**src/rtl/alu_seq_n.sv**
```systemverilog
// ---------------------------------------------------------------------------
// alu_seq_n
// WIDTH-bit registered ALU with a valid/ready handshake. Single-cycle ops
// (AND, OR, XOR, ADD, SUB, SLT, NOR) write their result on the accept edge.
// MUL is an unsigned shift-add multiplier that retires one bit of B per
// cycle. Only one operation is in flight at a time.
//
// Ports
//   Clock     rising-edge clock
//   Reset     synchronous, active-high reset (priority over all inputs)
//   Start     request, accepted on the edge where Start && InReady
//   A, B      operands, sampled on accept
//   Op        000 AND, 001 OR, 010 XOR, 011 ADD, 100 SUB, 101 SLT,
//             110 MUL, 111 NOR
//   InReady   high only in IDLE
//   OutValid  high only in DONE
//   OutReady  consumer accepts the result when OutValid && OutReady
//   Result    registered result
//   CarryOut  ADD carry; SUB/SLT no-borrow; MUL high half nonzero
//   Overflow  signed overflow for ADD/SUB/SLT
//   Zero      Result == 0
//
// CNT_W must satisfy 2**CNT_W > WIDTH so the iteration counter can reach
// WIDTH-1.
// ---------------------------------------------------------------------------
module alu_seq_n #(
    parameter int WIDTH = 16,
    parameter int CNT_W = 5
) (
    input  logic             Clock,
    input  logic             Reset,
    input  logic             Start,
    input  logic [WIDTH-1:0] A,
    input  logic [WIDTH-1:0] B,
    input  logic [2:0]       Op,
    output logic             InReady,
    output logic             OutValid,
    input  logic             OutReady,
    output logic [WIDTH-1:0] Result,
    output logic             CarryOut,
    output logic             Overflow,
    output logic             Zero
);

    localparam logic [2:0] OP_AND = 3'b000;
    localparam logic [2:0] OP_OR  = 3'b001;
    localparam logic [2:0] OP_XOR = 3'b010;
    localparam logic [2:0] OP_ADD = 3'b011;
    localparam logic [2:0] OP_SUB = 3'b100;
    localparam logic [2:0] OP_SLT = 3'b101;
    localparam logic [2:0] OP_MUL = 3'b110;
    localparam logic [2:0] OP_NOR = 3'b111;

    typedef enum logic [1:0] {
        S_IDLE = 2'b00,
        S_MUL  = 2'b01,
        S_DONE = 2'b10
    } state_t;

    state_t state_reg;
    state_t state_next;

    // FSM control strobes
    logic accept;
    logic load_alu;
    logic load_mul;
    logic mul_step;
    logic mul_last;

    // Result / flag registers
    logic [WIDTH-1:0] result_reg;
    logic             carry_reg;
    logic             ovf_reg;
    logic             zero_reg;

    // Multiplier state
    logic [2*WIDTH-1:0] acc_reg;
    logic [2*WIDTH-1:0] mcand_reg;
    logic [WIDTH-1:0]   mplier_reg;
    logic [CNT_W-1:0]   count_reg;
    logic [2*WIDTH-1:0] acc_next;

    // ------------------------------------------------------------------
    // Bitwise logic unit, one slice per bit
    // ------------------------------------------------------------------
    logic [WIDTH-1:0] and_bits;
    logic [WIDTH-1:0] or_bits;
    logic [WIDTH-1:0] xor_bits;
    logic [WIDTH-1:0] nor_bits;

    genvar gi;
    generate
        for (gi = 0; gi < WIDTH; gi = gi + 1) begin : g_logic_slice
            assign and_bits[gi] = A[gi] & B[gi];
            assign or_bits[gi]  = A[gi] | B[gi];
            assign xor_bits[gi] = A[gi] ^ B[gi];
            assign nor_bits[gi] = ~(A[gi] | B[gi]);
        end
    endgenerate

    // ------------------------------------------------------------------
    // Shared adder: ADD uses B, SUB/SLT use ~B with carry-in 1
    // ------------------------------------------------------------------
    logic             is_sub;
    logic [WIDTH-1:0] b_eff;
    logic [WIDTH:0]   sum_ext;
    logic             add_ovf;
    logic             slt_bit;

    assign is_sub  = (Op == OP_SUB) || (Op == OP_SLT);
    assign b_eff   = is_sub ? ~B : B;
    assign sum_ext = {1'b0, A} + {1'b0, b_eff} + {{WIDTH{1'b0}}, is_sub};
    // Overflow when both adder inputs share a sign that the sum does not
    assign add_ovf = (A[WIDTH-1] == b_eff[WIDTH-1]) &&
                     (sum_ext[WIDTH-1] != A[WIDTH-1]);
    // Signed less-than: sign of the difference, corrected by overflow
    assign slt_bit = sum_ext[WIDTH-1] ^ add_ovf;

    logic [WIDTH-1:0] alu_res;
    logic             alu_c;
    logic             alu_v;

    always_comb begin
        alu_res = '0;
        alu_c   = 1'b0;
        alu_v   = 1'b0;
        case (Op)
            OP_AND: alu_res = and_bits;
            OP_OR:  alu_res = or_bits;
            OP_XOR: alu_res = xor_bits;
            OP_NOR: alu_res = nor_bits;
            OP_ADD, OP_SUB: begin
                alu_res = sum_ext[WIDTH-1:0];
                alu_c   = sum_ext[WIDTH];
                alu_v   = add_ovf;
            end
            OP_SLT: begin
                alu_res = {{(WIDTH-1){1'b0}}, slt_bit};
                alu_c   = sum_ext[WIDTH];
                alu_v   = add_ovf;
            end
            default: begin
                // MUL results come from the multiplier path
                alu_res = '0;
            end
        endcase
    end

    // Partial-product accumulate for the current multiplier bit
    assign acc_next = acc_reg + (mplier_reg[0] ? mcand_reg : {(2*WIDTH){1'b0}});

    // ------------------------------------------------------------------
    // Control FSM
    // ------------------------------------------------------------------
    always_ff @(posedge Clock) begin
        if (Reset) begin
            state_reg <= S_IDLE;
        end else begin
            state_reg <= state_next;
        end
    end

    always_comb begin
        state_next = state_reg;
        InReady    = 1'b0;
        OutValid   = 1'b0;
        accept     = 1'b0;
        load_alu   = 1'b0;
        load_mul   = 1'b0;
        mul_step   = 1'b0;
        mul_last   = 1'b0;
        case (state_reg)
            S_IDLE: begin
                InReady = 1'b1;
                accept  = Start;
                if (Start) begin
                    if (Op == OP_MUL) begin
                        load_mul   = 1'b1;
                        state_next = S_MUL;
                    end else begin
                        load_alu   = 1'b1;
                        state_next = S_DONE;
                    end
                end
            end
            S_MUL: begin
                mul_step = 1'b1;
                if (count_reg == CNT_W'(WIDTH - 1)) begin
                    mul_last   = 1'b1;
                    state_next = S_DONE;
                end
            end
            S_DONE: begin
                OutValid = 1'b1;
                if (OutReady) begin
                    state_next = S_IDLE;
                end
            end
            default: begin
                state_next = S_IDLE;
            end
        endcase
    end

    // ------------------------------------------------------------------
    // Datapath registers
    // ------------------------------------------------------------------
    always_ff @(posedge Clock) begin
        if (Reset) begin
            result_reg <= '0;
            carry_reg  <= 1'b0;
            ovf_reg    <= 1'b0;
            zero_reg   <= 1'b1;
            acc_reg    <= '0;
            mcand_reg  <= '0;
            mplier_reg <= '0;
            count_reg  <= '0;
        end else begin
            if (load_alu) begin
                result_reg <= alu_res;
                carry_reg  <= alu_c;
                ovf_reg    <= alu_v;
                zero_reg   <= (alu_res == '0);
            end
            if (load_mul) begin
                acc_reg    <= '0;
                mcand_reg  <= {{WIDTH{1'b0}}, A};
                mplier_reg <= B;
                count_reg  <= '0;
            end
            if (mul_step) begin
                acc_reg    <= acc_next;
                mcand_reg  <= {mcand_reg[2*WIDTH-2:0], 1'b0};
                mplier_reg <= {1'b0, mplier_reg[WIDTH-1:1]};
                count_reg  <= count_reg + CNT_W'(1);
                // The last step writes straight from the final accumulator
                // so the result is ready the cycle DONE is entered.
                if (mul_last) begin
                    result_reg <= acc_next[WIDTH-1:0];
                    carry_reg  <= |acc_next[2*WIDTH-1:WIDTH];
                    ovf_reg    <= 1'b0;
                    zero_reg   <= (acc_next[WIDTH-1:0] == '0);
                end
            end
        end
    end

    assign Result   = result_reg;
    assign CarryOut = carry_reg;
    assign Overflow = ovf_reg;
    assign Zero     = zero_reg;

    // accept is kept for readability of the IDLE branch
    logic unused_ok;
    assign unused_ok = accept;

endmodule

```
**config.mk**
```make
export PLATFORM = sky130hd
export DESIGN_NAME = alu_seq_n
export DESIGN_NICKNAME = d
export VERILOG_FILES = /design/src/rtl/alu_seq_n.sv
export SDC_FILE = /design/constraint.sdc
export NUM_CORES = 1
export LEC_CHECK = 0
export CAP_MARGIN = 40
export CORE_UTILIZATION = 33
export DETAILED_ROUTE_END_ITERATION = 8
export PLACE_DENSITY = 0.58
export SYNTH_ARGS = -nofsm -noshare
export SYNTH_HDL_FRONTEND = slang
export SYNTH_SLANG_ARGS = --single-unit
```
**constraint.sdc**
```tcl
create_clock -name Clock -period 7 [get_ports Clock]
set_input_delay 1.4 -clock Clock [delete_from_list [all_inputs] [get_ports Clock]]
set_output_delay 1.4 -clock Clock [all_outputs]
set_load 0.05 [all_outputs]
```
==> impl_metrics.csv <==
group,metric,value,unit
flow_run,cap_viol_max_count,0,
power,p_leak,3.94,nW
global_route,antenna_found_initial,0,
logic_synthesis,synth-seq-area-share,24.8,%
global_route,grt_max_degree,81,
placed_design,place.gp.congestion,0.899,
worst_setup_path,crit_arrival,5.63,ns
timing,period_minus_slack,5.33,ns
clock_network,cts_buffer_depth,2,
placed_design,place_ws,1.42,ns
floorplanning,rows,58,
timing,fmax,187,MHz
clock_network,clock-sinks,106,
power,p_per_area,158,nW/um^2
logic_synthesis,synth_edf_count,0,
logic_synthesis,synthTopCellsByArea,"dfxtp_1 25%, ha_1 12%, a21oi_1 8.4%, nor2_1 6.4%, nand2_1 4.0%",
floorplanning,dieArea,26500,um^2
floorplanning,die_h,163,um
clock_network,path_clk_slew,0.09,ns
final_layout,diodes,0,
outcome,status,"complete, no violations",
timing,worst_pin_slew,0.882,ns
worst_setup_path,crit_chain,"clkdlybuf4s50_1 -> buf_4 -> nand2b_1 -> buf_4 -> xnor2_1 -> ha_1 -> a21o_1 -> a21o_1 -> a21oi_1 -> o21ai_0 -> or4_1 -> a31oi_1 -> o211ai_1 -> or4_1 -> o21ai_1",
detailed_routing,viasPerCell,5.49,
worst_setup_path,path_delay_family,"simple AND/OR/NAND/NOR gates",
timing,finalSetupViolations,0,
logic_synthesis,async_flop_share,0,%
logic_synthesis,ys_types,75,
worst_setup_path,cp_max_fo,33,
detailed_routing,vias,8267,
timing,tns,0,ns
logic_synthesis,syn-instance-count,1154,
clock_network,insertion_delay,0.36,ns
detailed_routing,drc,0,
timing,rsz0062_at_grt,"false",
worst_setup_path,end_kind,"register",
logic_synthesis,syn_area_per_cell,7.40,um^2
clock_network,hold_buffers,0,
worst_setup_path,worstPathRequired,7.29,ns
floorplanning,core_area,25300,um^2
logic_synthesis,synth_commonest_cells,"145 x nor2_1, 143 x a21oi_1, 106 x dfxtp_1",
timing,fin_crit_sh,76.2,%
global_route,grt_pass1_wl,41.4,mm
final_layout,fill_cells,2699,
worst_setup_path,critPathLaunchType,"input port",
logic_synthesis,yosys_warnings,0,
floorplanning,io_pins,60,
global_route,grt_overflow,0,
global_route,gr-usage-all-layers,19.6,%
clock_network,root_buffer,"clkbuf_16",
logic_synthesis,synthFlopType,"dfxtp_1",
detailed_routing,routed_wl,25.9,mm
floorplanning,initial_core_util,33.8,%
clock_network,numCtsBuffers,9,
placed_design,hpwl,19.5,mm
final_layout,drive_gt1_share,4.34,%
clock_network,cts-resized-gates,0,
worst_setup_path,critPathSlowestCell,"nand2b_1",
final_layout,area_growth,13.8,%
worst_setup_path,crit_type,"input port to register",
final_layout,nNetsFinal,1292,
logic_synthesis,yosysTopAreaCell,"dfxtp_1",
worst_setup_path,slowest_delay,0.52,ns
timing,setup_slack,1.67,ns
detailed_routing,drtIter0Drc,595,
detailed_routing,drt_pass1_iterations,5,
clock_network,h-tree-depth,3,
timing,finalClockSkew,0.0149,ns
timing,slew_headroom,41.2,%
min_path,hold_class,"register to register",
worst_setup_path,crit_buf_inv,3,
clock_network,tritoncts,"yes",
logic_synthesis,yosys.cell_count.top_type,"nor2_1",
clock_network,postCtsSetupBuffers,0,
floorplanning,dieWidth,163,um
logic_synthesis,synth_nets,1275,
detailed_routing,wl_per_cell,17.2,um
timing,slew_violations,0,
power,ir_drop,0.106,mV
placed_design,port_buffers,59,
logic_synthesis,synth-seq-cells,106,
logic_synthesis,synth_top_area_share,24.8,%
logic_synthesis,netlist_area,8540,um^2
detailed_routing,drtAntennaViolNets,0,
global_route,grt_pass1_vias,7614,
timing,finalHoldViolCount,0,
where the power goes:
part           internal, mW  switching (mW)  leakage, nW
combinational         0.148           0.236         2.93
clock                 0.252           0.266        0.146
sequential            0.622          0.0175        0.859
total                  1.02           0.519         3.94
per-stage QoR:
stage / std cells / cell area, um^2 / util (%) / total power [mW] / hold slack, ns
after global placement: 1487 / 9400 / 37.2 / 1.03 / 0.455
final: 1506 / 9720 / 38.5 / 1.54 / 0.468
after CTS: 1506 / 9720 / 38.5 / 1.55 / 0.472
after floorplan: 1154 / 8540 / - / 0.903 / 0.441
after global routing: 1506 / 9720 / 38.5 / 1.62 / 0.493
after detailed placement: 1490 / 9430 / 37.3 / 1.03 / 0.457
worst min-delay path: cells and delay by family, from the launching register on:
kind	cells	cell delay, ns
flops	1	0.33
simple gates	1	0.06
compound gates	1	0.05
kinds of logic (layout without fill, tap and decap cells):
family	count (synthesis)	after routing	share of synthesized area [%]
compound gates	355	355	27.0
xor+xnor	44	44	4.51
fa+ha+maj	82	82	12.2
buf+inv	131	153	5.86
flops	106	106	24.8
mux	20	20	2.37
simple gates	416	416	23.2
cell usage in the layout (no fill, tap or decap), types with 14 or more instances in the layout:
cell type	count
xnor2_1	33
inv_1	63
dfxtp_1	106
and2_1	37
nor3_1	17
a31oi_1	17
nand2_1	90
nand3_1	53
buf_4	14
nor2_1	145
o21ai_0	35
mux2i_1	18
a211oi_1	41
clkdlybuf4s50_1	58
a22o_1	15
a21oi_1	143
o211ai_1	23
a21o_1	15
ha_1	80
layout make-up:
cell class	instances	area, um^2	area share, %
multi-input combinational	917	5940	61.1
clock buffer	9	225	2.32
tap	330	413	4.25
timing repair buffer	74	721	7.41
clock inverter	7	67.6	0.695
inverter	63	236	2.43
sequential	106	2120	21.8
metal layers:
layer	vias up	track usage (%)	wire length, um
li1	4152	-	-
met1	3917	27.0	12500
met2	187	32.3	11900
met3	11	3.13	1260
met4	0	3.70	229
met5	-	0	0
path summary, 6_finish.rpt:
| kind | from | end | slack [ns] | cells after the start |
|---|---|---|---|---|
| worst max-delay path | Op[1] | Zero | 1.67 | 15 |
| worst min-delay path | mcand_reg[19] | mcand_reg[20] | 0.47 | 2 |
| worst max register to register | mplier_reg[0] | CarryOut | 3.12 | 12 |
| worst min register to register | mcand_reg[19] | mcand_reg[20] | 0.47 | 2 |
Note: power is estimated with default switching activity, not from simulation.
